### src/rtl/dino_player_ctrl_pkg.sv
// Shared dino definitions: sprite-select state codes used by the player
// controller and the sprite ROM, plus physics limits.
package dino_player_ctrl_pkg;

  localparam int STATE_W = 3;
  localparam int Y_W     = 6;
  localparam int V_W     = 6;
  localparam int CNT_W   = 4;

  localparam logic [STATE_W-1:0] ST_RESTART   = 3'b000;
  localparam logic [STATE_W-1:0] ST_JUMPING   = 3'b001;
  localparam logic [STATE_W-1:0] ST_RUNNING_1 = 3'b010;
  localparam logic [STATE_W-1:0] ST_RUNNING_2 = 3'b011;
  localparam logic [STATE_W-1:0] ST_DUCKING   = 3'b100;
  localparam logic [STATE_W-1:0] ST_GAME_OVER = 3'b101;

  localparam logic [Y_W-1:0] Y_MAX = 6'd63;

  function automatic logic is_running(input logic [STATE_W-1:0] s);
    return (s == ST_RUNNING_1) || (s == ST_RUNNING_2);
  endfunction

endpackage

### src/rtl/dino_jump_phys.sv
// Vertical jump physics: height/velocity registers, landing detect and
// height saturation. Advances only when step is asserted.
module dino_jump_phys
  import dino_player_ctrl_pkg::*;
#(
  parameter int unsigned JUMP_V0 = 6,
  parameter int unsigned GRAVITY = 1
) (
  input  logic           clk,
  input  logic           rst,
  input  logic           clear,
  input  logic           start,
  input  logic           step,
  output logic [Y_W-1:0] y,
  output logic           landed
);

  localparam logic signed [V_W-1:0] V_INIT = V_W'(JUMP_V0);
  localparam logic signed [V_W-1:0] V_MIN  = 6'b10_0000;

  logic signed [V_W-1:0] v;
  logic signed [7:0]     y_sum;
  logic signed [6:0]     v_dec;
  logic [Y_W-1:0]        y_next;
  logic signed [V_W-1:0] v_next;

  // 8-bit signed sum covers -32..94, so both landing and overflow are visible
  always_comb begin
    y_sum  = $signed({2'b00, y}) + $signed({{2{v[V_W-1]}}, v});
    landed = (y_sum <= 8'sd0);
    y_next = (y_sum > 8'sd63) ? Y_MAX : y_sum[Y_W-1:0];
    v_dec  = $signed({v[V_W-1], v}) - $signed(7'(GRAVITY));
    v_next = (v_dec < -7'sd32) ? V_MIN : v_dec[V_W-1:0];
  end

  always_ff @(posedge clk or posedge rst) begin
    if (rst) begin
      y <= '0;
      v <= '0;
    end else if (clear) begin
      y <= '0;
      v <= '0;
    end else if (start) begin
      y <= '0;
      v <= V_INIT;
    end else if (step) begin
      if (landed) begin
        y <= '0;
        v <= '0;
      end else begin
        y <= y_next;
        v <= v_next;
      end
    end
  end

endmodule

### src/rtl/dino_player_ctrl.sv
// Dino player controller: per-frame FSM selecting the sprite, running
// animation counter and jump arming; physics lives in dino_jump_phys.
module dino_player_ctrl
  import dino_player_ctrl_pkg::*;
#(
  parameter int unsigned JUMP_V0 = 6,
  parameter int unsigned GRAVITY = 1,
  parameter int unsigned RUN_DIV = 4
) (
  input  logic               clk,
  input  logic               rst,
  input  logic               i_frame_tick,
  input  logic               i_start,
  input  logic               i_jump,
  input  logic               i_duck,
  input  logic               i_collision,
  output logic [STATE_W-1:0] o_player_state,
  output logic [Y_W-1:0]     o_player_y
);

  localparam logic [CNT_W-1:0] CNT_LAST = CNT_W'(RUN_DIV - 1);

  logic [STATE_W-1:0] state_q, state_d;
  logic [CNT_W-1:0]   cnt_q, cnt_d;
  logic               armed_q, armed_d;
  logic               phys_clear, phys_start, phys_step;
  logic               landed;
  logic [Y_W-1:0]     y;

  always_comb begin
    state_d    = state_q;
    cnt_d      = cnt_q;
    armed_d    = armed_q;
    phys_clear = 1'b0;
    phys_start = 1'b0;
    phys_step  = 1'b0;
    if (i_frame_tick) begin
      // A low sample re-arms; transitions below override when they disarm
      if (!i_jump) armed_d = 1'b1;
      case (state_q)
        ST_RESTART: begin
          if (i_start) begin
            state_d    = ST_RUNNING_1;
            cnt_d      = '0;
            armed_d    = 1'b0;
            phys_clear = 1'b1;
          end
        end
        ST_RUNNING_1, ST_RUNNING_2: begin
          if (i_collision) begin
            state_d = ST_GAME_OVER;
          end else if (armed_q && i_jump) begin
            state_d    = ST_JUMPING;
            cnt_d      = '0;
            armed_d    = 1'b0;
            phys_start = 1'b1;
          end else if (i_duck) begin
            state_d = ST_DUCKING;
            cnt_d   = '0;
          end else if (cnt_q == CNT_LAST) begin
            cnt_d   = '0;
            state_d = is_running(state_q) && (state_q == ST_RUNNING_1)
                      ? ST_RUNNING_2 : ST_RUNNING_1;
          end else begin
            cnt_d = cnt_q + 1'b1;
          end
        end
        ST_DUCKING: begin
          if (i_collision) begin
            state_d = ST_GAME_OVER;
          end else if (armed_q && i_jump) begin
            state_d    = ST_JUMPING;
            cnt_d      = '0;
            armed_d    = 1'b0;
            phys_start = 1'b1;
          end else if (!i_duck) begin
            state_d = ST_RUNNING_1;
            cnt_d   = '0;
          end
        end
        ST_JUMPING: begin
          // Buttons are ignored in the air, including for arming
          armed_d = armed_q;
          if (i_collision) begin
            state_d = ST_GAME_OVER;
          end else begin
            phys_step = 1'b1;
            if (landed) begin
              state_d = i_duck ? ST_DUCKING : ST_RUNNING_1;
              cnt_d   = '0;
              armed_d = 1'b0;
            end
          end
        end
        ST_GAME_OVER: begin
          if (i_start) begin
            state_d    = ST_RESTART;
            cnt_d      = '0;
            armed_d    = 1'b0;
            phys_clear = 1'b1;
          end
        end
        default: begin
          state_d    = ST_RESTART;
          cnt_d      = '0;
          armed_d    = 1'b0;
          phys_clear = 1'b1;
        end
      endcase
    end
  end

  always_ff @(posedge clk or posedge rst) begin
    if (rst) begin
      state_q <= ST_RESTART;
      cnt_q   <= '0;
      armed_q <= 1'b0;
    end else begin
      state_q <= state_d;
      cnt_q   <= cnt_d;
      armed_q <= armed_d;
    end
  end

  dino_jump_phys #(
    .JUMP_V0(JUMP_V0),
    .GRAVITY(GRAVITY)
  ) u_phys (
    .clk   (clk),
    .rst   (rst),
    .clear (phys_clear),
    .start (phys_start),
    .step  (phys_step),
    .y     (y),
    .landed(landed)
  );

  assign o_player_state = state_q;
  assign o_player_y     = y;

endmodule

### config.mk
export PLATFORM = sky130hd
export DESIGN_NAME = dino_player_ctrl
export DESIGN_NICKNAME = d
export VERILOG_FILES = /design/src/rtl/dino_player_ctrl_pkg.sv /design/src/rtl/dino_jump_phys.sv /design/src/rtl/dino_player_ctrl.sv
export SDC_FILE = /design/constraint.sdc
export NUM_CORES = 1
export LEC_CHECK = 0
export ABC_AREA = 1
export CORE_MARGIN = 2
export CORE_UTILIZATION = 52
export CTS_CLUSTER_SIZE = 8
export DETAILED_ROUTE_END_ITERATION = 12
export HOLD_SLACK_MARGIN = 0.12
export PLACE_DENSITY = 0.76
export REMOVE_ABC_BUFFERS = 1
export SETUP_SLACK_MARGIN = 0.15
export SYNTH_ARGS = -nofsm -noshare
export SYNTH_HDL_FRONTEND = slang
export SYNTH_SLANG_ARGS = --single-unit
export TNS_END_PERCENT = 20
### constraint.sdc
create_clock -name clk -period 1.9 [get_ports clk]
set_input_delay 0.475 -clock clk [delete_from_list [all_inputs] [get_ports clk]]
set_output_delay 0.475 -clock clk [all_outputs]
set_load 0.1 [all_outputs]
; Yosys cells after proc, flatten, opt, wreduce, memory -nomap -nowiden
; Index checks and enable logic that the tools add are counted.
[word_totals]
regBits = 20
inputBits = 7
[op_classes]
n_addsub = 3
magnitude_cmp = 3
n_eq_ne = 17
muxes = 52
n_reduce_logical = 12
[op_table]
columns = op, n
row1 = 6-bit two-way mux, 10
row2 = 4-bit two-way mux, 10
row3 = 3-bit two-way mux, 12
row4 = 1-bit two-way mux, 16
row5 = 4-bit case mux with 4 select lines, 1
row6 = 3-bit case mux with 5 select lines, 1
row7 = "2-bit inequality test, second input constant", 6
row8 = 7-bit by 6-bit adder with 8-bit output, 1
row9 = "8-bit by 7-bit > comparator with 1-bit output, second input constant", 1
row10 = "8-bit by 1-bit <= comparator with 1-bit output, second input constant", 1
row11 = "7-bit by 6-bit < comparator with 1-bit output, second input constant", 1
row12 = 7-bit AND reduction, 1
row13 = "6-bit by 2-bit subtractor with 7-bit output, second input constant", 1
row14 = "3-bit by 2-bit == test with 1-bit output, second input constant", 2
row15 = "3-bit == test, second input constant", 2
row16 = "3-bit inequality test, second input constant", 2
row17 = 6-bit AND reduction, 1
row18 = "5-bit inequality test, second input constant", 1
row19 = "4-bit by 1-bit adder with 4-bit output, second input constant", 1
row20 = "4-bit by 2-bit == test with 1-bit output, second input constant", 1
row21 = "4-bit inequality test, second input constant", 1
row22 = 2-bit OR reduction, 2
row23 = 4-bit OR reduction, 1
row24 = "3-bit by 1-bit == test with 1-bit output, second input constant", 1
row25 = 9 further kinds, 10

; Longest topological paths before layout
[logic_depth]
depth_word = 9
depth_mapped = 15

; Cells and area by module
; A second synthesis with hierarchy kept.
[hier_totals]
cells_unflattened = 277
hier_area_um2 = 1868.0
[modules_own_cells]
columns = mod, n_inst, cells_each, area_per_inst_um2
row1 = dino_jump_phys, 1, 151, 1043.5
row2 = dino_player_ctrl, 1, 126, 824.5

; Worst setup path before layout
; OpenSTA, ideal clock, no wires.
[synth_path]
kind = reg-to-reg
from = register u_phys.y[0]
to = register state_q[0] (netlist: o_player_state[0])
setup_ns = 0.128
arrival_ns = 2.567
required_ns = 1.772
path_slack_ns = -0.795
path_stages_with_launch = 16
cell_sequence = dfrtp_1 ha_1 inv_1 fa_1 inv_1 nand2_1 nand2_1 nand2_1 nand2_2 nand3_2 nor2_4 nand3_4 nand3_2 nand2_4 nand2_1 o21ai_2
[synth_between]
elab_chain_cells = 4
[synth_rtl]
columns = element, line_no
row1 = "start, declared", dino_jump_phys.sv:14  ; output logic [Y_W-1:0] y,
row2 = "start signal, assigned", dino_jump_phys.sv:51  ; y <= y_next;
row3 = 7-bit by 6-bit adder with 8-bit output, dino_jump_phys.sv:29  ; y_sum = $signed({2'b00, y}) + $signed({{2{v[V_W-1]}}, v});
row4 = 8-bit by 1-bit <= comparator with 1-bit output, dino_jump_phys.sv:30  ; landed = (y_sum <= 8'sd0);
row5 = 3-bit inequality test (no line), --
row6 = 6-bit AND reduction (no line), --
row7 = "end signal, assigned", dino_player_ctrl.sv:119  ; state_q <= state_d;
row8 = "end, declared", dino_player_ctrl.sv:23  ; logic [STATE_W-1:0] state_q, state_d;
; No other way between the ends.
; A chain may end at the register's enable or synchronous reset.

; Final worst setup path
[layout_path]
from = register u_phys.v[0]
to = register cnt_q[2]
[layout_between]
elab_chain_cells = 4
[layout_rtl]
columns = element, line_no
row1 = "start, declared", dino_jump_phys.sv:21  ; logic signed [V_W-1:0] v;
row2 = "start signal, assigned", dino_jump_phys.sv:52  ; v <= v_next;
row3 = 7-bit by 6-bit adder with 8-bit output, dino_jump_phys.sv:29
row4 = 8-bit by 1-bit <= comparator with 1-bit output, dino_jump_phys.sv:30
row5 = 2-bit inequality test (no line), --
row6 = 7-bit AND reduction (no line), --
row7 = "end signal, assigned", dino_player_ctrl.sv:120  ; cnt_q <= cnt_d;
row8 = "end, declared", dino_player_ctrl.sv:24  ; logic [CNT_W-1:0] cnt_q, cnt_d;
; No other way between the ends.

==> flow_metrics.py <==
metrics = {
    "outcome": {
        "status": "finished with violations",
        "violations": "negative setup slack",
    },
    "floorplanning": {
        "core-area_mm2": 0.00331,
        "initial_core_util": 0.535,
        "ios": 16,
        "die_h_um": 62.4,
        "dieArea_mm2": 0.00389,
        "die_w_um": 62.4,
        "rows": 21,
    },
    "clock_tree": {
        "path_clk_slew_ns": 0.11,
        "cts-hold-fix-buffers": 0,
        "clkLatencyLatePin_ns": 0.30,
        "cts_root_buf": "clkbuf_4",
        "numCtsBuffers": 3,
        "cts.path.max_buffers": 2,
        "clock_sinks": 20,
        "htree_levels": 1,
        "cts_tree": "yes",
    },
    "drt": {
        "vias": 1808,
        "vias_per_cell": 5.17,
        "first_pass_iters": 4,
        "drt_iter0_markers": 103,
        "wire_per_inst_um": 12.2,
        "drc_errors": 0,
        "postRouteAntennaNets": 0,
        "wl_um": 4280,
    },
    "placement": {
        "placed_area_mm2": 0.00235,
        "numPortBuffers": 15,
        "pre_cts_ws_ns": -0.197,
        "hpwl_um": 3430,
        "dp.cells": 345,
        "place_congestion": 0.875,
    },
    "pwr": {
        "peakVddDrop_mv": 1.35,
        "power.total_uw": 3950,
        "power_density_mw_per_mm2": 1630,
        "power.leakage_uw": 0.00128,
    },
    "critical_path": {
        "endpoint_kind": "flop",
        "crit_chain": "ha_2 > inv_2 > fa_2 > nand2_2 > nor2_2 > nand3_2 > nor2_4 > nand3_4 > nand3_4 > nand3_4 > nand2_2 > nand2_2",
        "path_max_fanout": 7,
        "cp.arrival_ns": 2.33,
        "slowest_stage": "fa_2",
        "required_ns": 2.10,
        "critPathLaunchType": "flop",
        "crit_type": "reg2reg",
        "slowest_delay_ns": 0.53,
    },
    "global_route": {
        "grt_pass1_vias": 1697,
        "grtUsageTotal": 0.236,
        "grt_max_degree": 21,
        "overflow": 0,
        "antenna_found_initial": 0,
        "grt_pass1_wl_um": 7470,
    },
    "synth": {
        "yosysUniqueCellTypes": 33,
        "synth_edf_count": 0,
        "synth_seq_area_share": 0.282,
        "avgSynthCellArea_um2": 7.14,
        "netlist.area_leader.share": 0.282,
        "synth_area_mm2": 0.00177,
        "async_flop_share": 1.00,
        "yosys_warnings": 0,
        "synth_top_flop_cell": "dfrtp_1",
        "yosys-top-cells-area": "dfrtp_1 (28%), nand2_1 (17%), nand3_1 (7.3%), ha_1 (6.4%), nor2_1 (4.4%)",
        "netlist_instances": 248,
        "ys_ff_latch": 20,
        "yosysTopAreaCell": "dfrtp_1",
    },
    "timing": {
        "timing.final.crit_share": 1.12,
        "rsz0062_at_grt": "yes",
        "worst_slew_pin_slew_ns": 0.521,
        "period_minus_slack_ns": 2.14,
        "worst_slack_ns": -0.235,
        "finClkSkew_ns": 0.00260,
        "report.final.setup_viol": 20,
        "max_slew_margin": 0.651,
        "hold_viol": 0,
        "max_freq_mhz": 468,
        "finalMaxSlewViolations": 0,
    },
    "final_layout": {
        "drive_above_1_share": 0.345,
        "fin_nets": 323,
        "final_util": 0.731,
        "final_cell_area_mm2": 0.00242,
        "final_cells": 350,
        "num_antenna_cells": 0,
        "area_delta_synth_final_pct": 36.6,
    },
    "run": {
        "cap_violations": 0,
    },
    "min_path": {
        "min_path_type": "reg2reg",
    },
}
## metal layers
metal / wire, um / share of wire / vias to the layer above / track usage
met5: 0 / 0 / - / 0
met4: 53 / 0.012 / 0 / 0.0556
met3: 174 / 0.041 / 4 / 0.0234
met2: 2030 / 0.47 / 40 / 0.394
met1: 2020 / 0.47 / 831 / 0.332
li1: - / - / 933 / -
## path summary, 6_finish.rpt
path / start / endpoint / slack (ns) / cells after the start
max: u_phys.v[0] / cnt_q[2] / -0.24 / 12
min: armed_q / armed_q / 0.50 / 2
max reg2reg: u_phys.v[0] / cnt_q[2] / -0.24 / 12
min reg2reg: armed_q / armed_q / 0.50 / 2
max in group asynchronous: rst / u_phys.v[3] / 1.18 / 3
min in group asynchronous: rst / u_phys.y[0] / 0.51 / 3
## kinds of logic after synthesis
| logic type | synth area share |
|---|---|
| adders and majority gates | 0.0749 |
| buffers and inverters | 0.0629 |
| and+or+nand+nor | 0.474 |
| DFF | 0.282 |
| xor gates and xnor gates | 0.0148 |
| AOI/OAI and AO/OA | 0.0911 |
## sequential cells by signal (all words and copies together) (netlist names)
register and flops:
armed_q 1, u_phys.v 6, u_phys.y 6, o_player_state 3, cnt_q 4
## cell usage after synthesis, types with 2 or more instances
| master | n |
|---|---|
| nand2_4 | 3 |
| o21ai_0 | 6 |
| nand4_1 | 6 |
| o21ai_2 | 4 |
| nor2_4 | 2 |
| a21oi_2 | 2 |
| nand2_1 | 79 |
| nand3_4 | 4 |
| nor2_2 | 3 |
| nand3_1 | 26 |
| xor2_1 | 2 |
| inv_2 | 7 |
| o21ai_1 | 3 |
| dfrtp_1 | 20 |
| or2_1 | 2 |
| inv_1 | 20 |
| nor2_1 | 21 |
| a21oi_1 | 3 |
| ha_1 | 9 |
| nand3_2 | 7 |
| nand2_2 | 7 |
## stage by stage
step | TNS [ns] | hold WS (ns)
detailed placement | -2.91 | 0.466
global route | -5.25 | 0.526
global placement | -1.69 | 0.461
CTS | -2.95 | 0.491
finish | -3.08 | 0.495
floorplan | -14.86 | 0.439
## cells in the final DEF, fill, tap and decap left out, types with 2 or more instances in the layout
cell type	n
inv_1	18
inv_2	9
nand3_4	4
nand2_4	3
nand3_2	8
nor2_1	21
dfrtp_1	20
a21oi_2	2
nand3_1	25
ha_2	2
nor2_2	3
xor2_1	2
clkbuf_4	3
or2_1	2
nor2_4	2
o21ai_2	4
buf_12	10
nand4_1	6
ha_1	7
buf_4	37
a21oi_1	3
clkdlybuf4s50_1	6
o21ai_0	6
nand2_2	14
nand2_1	72
o21ai_1	3
## layout make-up
class / instances / area [um2]
clock buffer: 3 / 22.5
fill: 275 / 891
inverter: 29 / 111
multi-input combinational: 199 / 1190
sequential: 20 / 500
tap: 46 / 57.6
timing repair buffer: 53 / 538
## critical path: cells and delay by family (launching register included)
kind | cells | cell delay (ns)
AND/OR/NAND/NOR | 9 | 0.91
buffers and inverters | 1 | 0.04
adder cells (fa/ha/maj) | 2 | 0.72
flip-flops | 1 | 0.38
## power breakdown
group | switching, uW | internal (uW) | leakage (uW)
combinational | 1880 | 1200 | 0.000992
sequential | 125 | 545 | 0.000271
clock | 129 | 73.8 | 0.0000138
## repair_timing
item,CTS,global route
setup endpoints to repair,20,20
setup buffers,0,2
pin swaps,6,7
gates resized for setup,5,8
Power figures use the tool's default switching activity.
==> patch 1: new RTL, same settings <==
Make the reset (`rst`) synchronous in 2 clocked blocks.
--- a/src/rtl/dino_jump_phys.sv
+++ b/src/rtl/dino_jump_phys.sv
@@ -33,7 +33,7 @@
     v_next = (v_dec < -7'sd32) ? V_MIN : v_dec[V_W-1:0];
   end
 
-  always_ff @(posedge clk or posedge rst) begin
+  always_ff @(posedge clk) begin
     if (rst) begin
       y <= '0;
       v <= '0;
--- a/src/rtl/dino_player_ctrl.sv
+++ b/src/rtl/dino_player_ctrl.sv
@@ -110,7 +110,7 @@
     end
   end
 
-  always_ff @(posedge clk or posedge rst) begin
+  always_ff @(posedge clk) begin
     if (rst) begin
       state_q <= ST_RESTART;
       cnt_q   <= '0;
Formal check against the unedited RTL: differs if rst is asserted again (counterexample within 4 cycles, from zero or initial values and one cycle with rst high); with rst held inactive, the same outputs for 10 cycles.
==> patch 1 against the unedited design <==
The run still ends with setup timing left; non-clock buffer count is 7 lower; design area shrank 5.8%; utilization up 1.5 points; maximum frequency up 4.3%; setup slack improved by 87 ps; routed wire length decreased by 3.4%; hold slack worse by 18 ps; sequential cell count is the same; area after synthesis fell by 6.4%.
Power is not compared: it rests on default switching activity, and its combinational part moved more than twofold at a synthesized area within 25%.
==> patch 1: results (changes against the unedited design) <==
status: finished, violations left
failing checks: setup timing
crit path max fanout: 4 (-3)
fin nets: 327 (+1.2%)
1st-iter DRT viols: 79 (-23%)
# fillers: 255 (-7.3%)
setup violators final: 20 (unchanged)
largest net degree at the start of global routing: 12 (-43%)
Layout Skew: 12.0 ps (+9.38 ps)
Post-DP HPWL: 3330 um (-3.1%)
sw frac: 0.394
top area cells in the synthesized netlist: dfxtp_1 24%, nand2_1 14%, nand3_1 9.4%
Slew HR: 0.675 (+0.0239)
CP arrival: 2280 ps (-50 ps)
GP Congestion: 0.945 (+8.0%)
layout cell share with drive strength beyond 1: 0.278 (-0.0671)
post-synthesis sequential area ratio: 0.241 (-0.0412)
vias in the first global route: 1,534 (-9.6%)
Post-synth ARST share: 0 (-1.00)
via/cell ratio: 5.12 (-0.85%)
routed wire length: 4130 um (-3.4%)
post-placement cell area: 2160 um^2 (-8.0%)
initial antenna violation count: 0 (unchanged)
Final TNS setup: -1860 ps (+1220 ps)
pre-CTS WS: -212 ps (-14.9 ps)
met3 Usage GRT: 0.0320 (+0.00856)
Final WS setup: -148 ps (+87.5 ps)
clock slew at reported path FFs: 130 ps (+20 ps)
Post-Synth Adder-Cell Area: 0.0799 (+0.00508)
met3 routed WL: 162 um (-6.9%)
global-route wire length before repair: 6640 um (-11%)
Crit path largest cell delay: 420 ps (-110 ps)
Total Routing Usage GR: 0.238 (+0.00277)
wire length on met2: 1920 um (-5.3%)
GRT met2 Usage: 0.376 (-0.0182)
Post-synth top cells: 63 x nand2_1, 35 x inv_1, 31 x nand3_1, 28 x nor2_1, 20 x dfxtp_1
Max IR drop VDD: 559 uV
GR Util met1: 0.345 (+0.0129)
compound-cell area share of the yosys netlist: 0.109 (+0.0182)
[patch 1: worst paths after layout]
check / startpoint / end / slack [ps] / depth (start not counted)
max: u_phys.y[0] / u_phys.v[5] / -150 / 13
min: armed_q / armed_q / 480 / 2
max reg2reg: u_phys.y[0] / u_phys.v[5] / -150 / 13
min reg2reg: armed_q / armed_q / 480 / 2
[patch 1: repair_timing]
action,CTS,global route
endpoints found under the setup margin,20,20
setup buffers,1,2
endpoints found under the hold margin,0,0
gates resized for setup,9,6
pin swaps,5,5
cloned,1,0
[patch 1: area by class of cell]
cell class	instances	area (um^2)	area share
Multi-Input combinational cell	198	1140	0.500
Timing Repair Buffer	46	485	0.213
Sequential cell	20	403	0.177
Inverter	40	153	0.0670
Tap cell	44	55.1	0.0242
Clock buffer	4	36.3	0.0159
Timing Repair inverter	1	7.51	0.00329
[patch 1: stage by stage]
step | instances | util
floorplan | 258 | -
global placement | 345 | 0.709
detailed placement | 345 | 0.709
CTS | 351 | 0.736
global route | 353 | 0.746
finish | 353 | 0.746
==> patch 2: new RTL, config.mk and constraints unchanged <==
Without the edit above. `JUMP_V0` is set to 6 in 2 places; all go to 3.
--- a/src/rtl/dino_jump_phys.sv
+++ b/src/rtl/dino_jump_phys.sv
@@ -3,7 +3,7 @@
 module dino_jump_phys
   import dino_player_ctrl_pkg::*;
 #(
-  parameter int unsigned JUMP_V0 = 6,
+  parameter int unsigned JUMP_V0 = 3,
   parameter int unsigned GRAVITY = 1
 ) (
   input  logic           clk,
--- a/src/rtl/dino_player_ctrl.sv
+++ b/src/rtl/dino_player_ctrl.sv
@@ -3,7 +3,7 @@
 module dino_player_ctrl
   import dino_player_ctrl_pkg::*;
 #(
-  parameter int unsigned JUMP_V0 = 6,
+  parameter int unsigned JUMP_V0 = 3,
   parameter int unsigned GRAVITY = 1,
   parameter int unsigned RUN_DIV = 4
 ) (
Formal check against the unedited RTL: not equivalent (Yosys sat finds a counterexample within 10 cycles, from zero or initial values and one cycle with rst high).
==> patch 2 against the unedited design <==
The flow still finishes with violations (setup timing); count of clock-buffer cells in the layout up 1; total power is 2.4% lower; die area shrank 2.3%; combinational power is 5% lower; design area fell by 4.0%; routed wire length fell by 2.9%; setup slack better by 34 ps; clock skew increased by 1.4 ps; sequential cell count unchanged; area after synthesis down 2.5%; highest routed layer unchanged.
==> patch 2: results (changes against the unedited design) <==
GRT met2 Usage: 0.430 (+0.0361)
clock slew at reported path FFs: 110 ps (about the same)
Leak: 0.00125 uW (-2.1%)
Crit path max-delay family: simple AND/OR/NAND/NOR gates
post-synthesis sequential area ratio: 0.290 (+0.00716)
fin nets: 319 (-1.2%)
Crit path largest cell delay: 540 ps
top area cells in the synthesized netlist: dfrtp_1 29%, nand2_1 18%, ha_1 6.5%
global-route wire length before repair: 6610 um (-11%)
post-CTS setup buffers: 2 (+2)
number of sequential cells: 20 (unchanged)
HP Class: reg -> reg
Worst R2R Start: u_phys.y[0]
Vias: 1,757 (-2.8%)
setup violators final: 20 (unchanged)
vias in the first global route: 1,581 (-6.8%)
Max IR drop VDD: 1250 uV (-7.9%)
Total Routing Usage GR: 0.237 (+0.00130)
Layout Skew: 4.00 ps (+1.41 ps)
clock buf count: 4 (+1)
GR Util met1: 0.293 (-0.0390)
Synth Warn #: 0 (unchanged)
Multi-input gate area: 1140 um^2 (-4.4%)
Worst-Margin Slew: 553 ps (+31.9 ps)
hold path depth: 2 (unchanged)
status: finished, violations left
Buffers excl. clock: 46 (-13%)
Hold EP: armed_q
layout cell share with drive strength beyond 1: 0.292 (-0.0530)
# fillers: 268 (-2.5%)
clk tree area frac: 0.0156 (+0.00632)
Post-synth ARST share: 1.00 (unchanged)
count leader, synth: nand2_1
post-synthesis cell type count: 31 (-6.1%)
Post-DP HPWL: 3230 um (-5.9%)
PortBufs: 15 (unchanged)
failing checks: setup timing
met3 Usage GRT: 0.0210 (-0.00242)
Final TNS setup: -2840 ps (+242 ps)
1st-iter DRT viols: 73 (-29%)
GP Congestion: 0.859 (-1.9%)
Hold Worst Slack: 495 ps (+0.403 ps)
pre-CTS WS: -184 ps (+13.2 ps)
Final WS setup: -201 ps (+34.4 ps)
Post-synth top cells: 84 x nand2_1, 25 x inv_1, 22 x nand3_1, 22 x nor2_1, 20 x dfrtp_1
DR WL/cell: 12.0 um (-1.5%)
internal power: 1760 uW (-3.4%)
Inverters, non-clock: 32 (+10%)
register area: 500 um^2 (unchanged)
CP arrival: 2300 ps (-30 ps)
post-cts sizing count: 7 (+2)
Clock Tree Root: clkbuf_4
multi-input logic cell count: 199 (unchanged)
kind of critical path: reg -> reg
final-layout non-clock buffer area share: 0.204 (-0.0187)
==> patch 2: per-layer routing <==
metal  wire length, um  vias to the layer above
li1                  -                      925
met1              1870                      792
met2              2120                       32
met3               101                        8
met4                65                        0
met5                 0                        -
==> patch 2: metrics by stage <==
stage	area, um^2	instances
finish	2320	345
CTS	2290	343
global route	2320	345
global placement	2220	337
floorplan	1720	251
detailed placement	2220	337
==> patch 2: power groups by stage <==
stage / clock network, uW / logic [uW] / registers, uW
6_report: 248 / 2920 / 682
5_1_grt: 273 / 3200 / 701
2_1_floorplan: 0 / 1560 / 1090
3_5_place_dp: 0 / 2800 / 684
3_3_place_gp: 0 / 2760 / 682
4_1_cts: 254 / 2870 / 679
==> patch 2: cells by family (layout without fill, tap and decap cells) <==
logic type	Yosys count	after routing	share of synthesized area
flops	20	20	0.290
compound gates	28	28	0.102
fa+ha+maj	10	10	0.0768
buf+inv	33	82	0.0724
xor+xnor	2	2	0.0101
simple gates	159	159	0.449
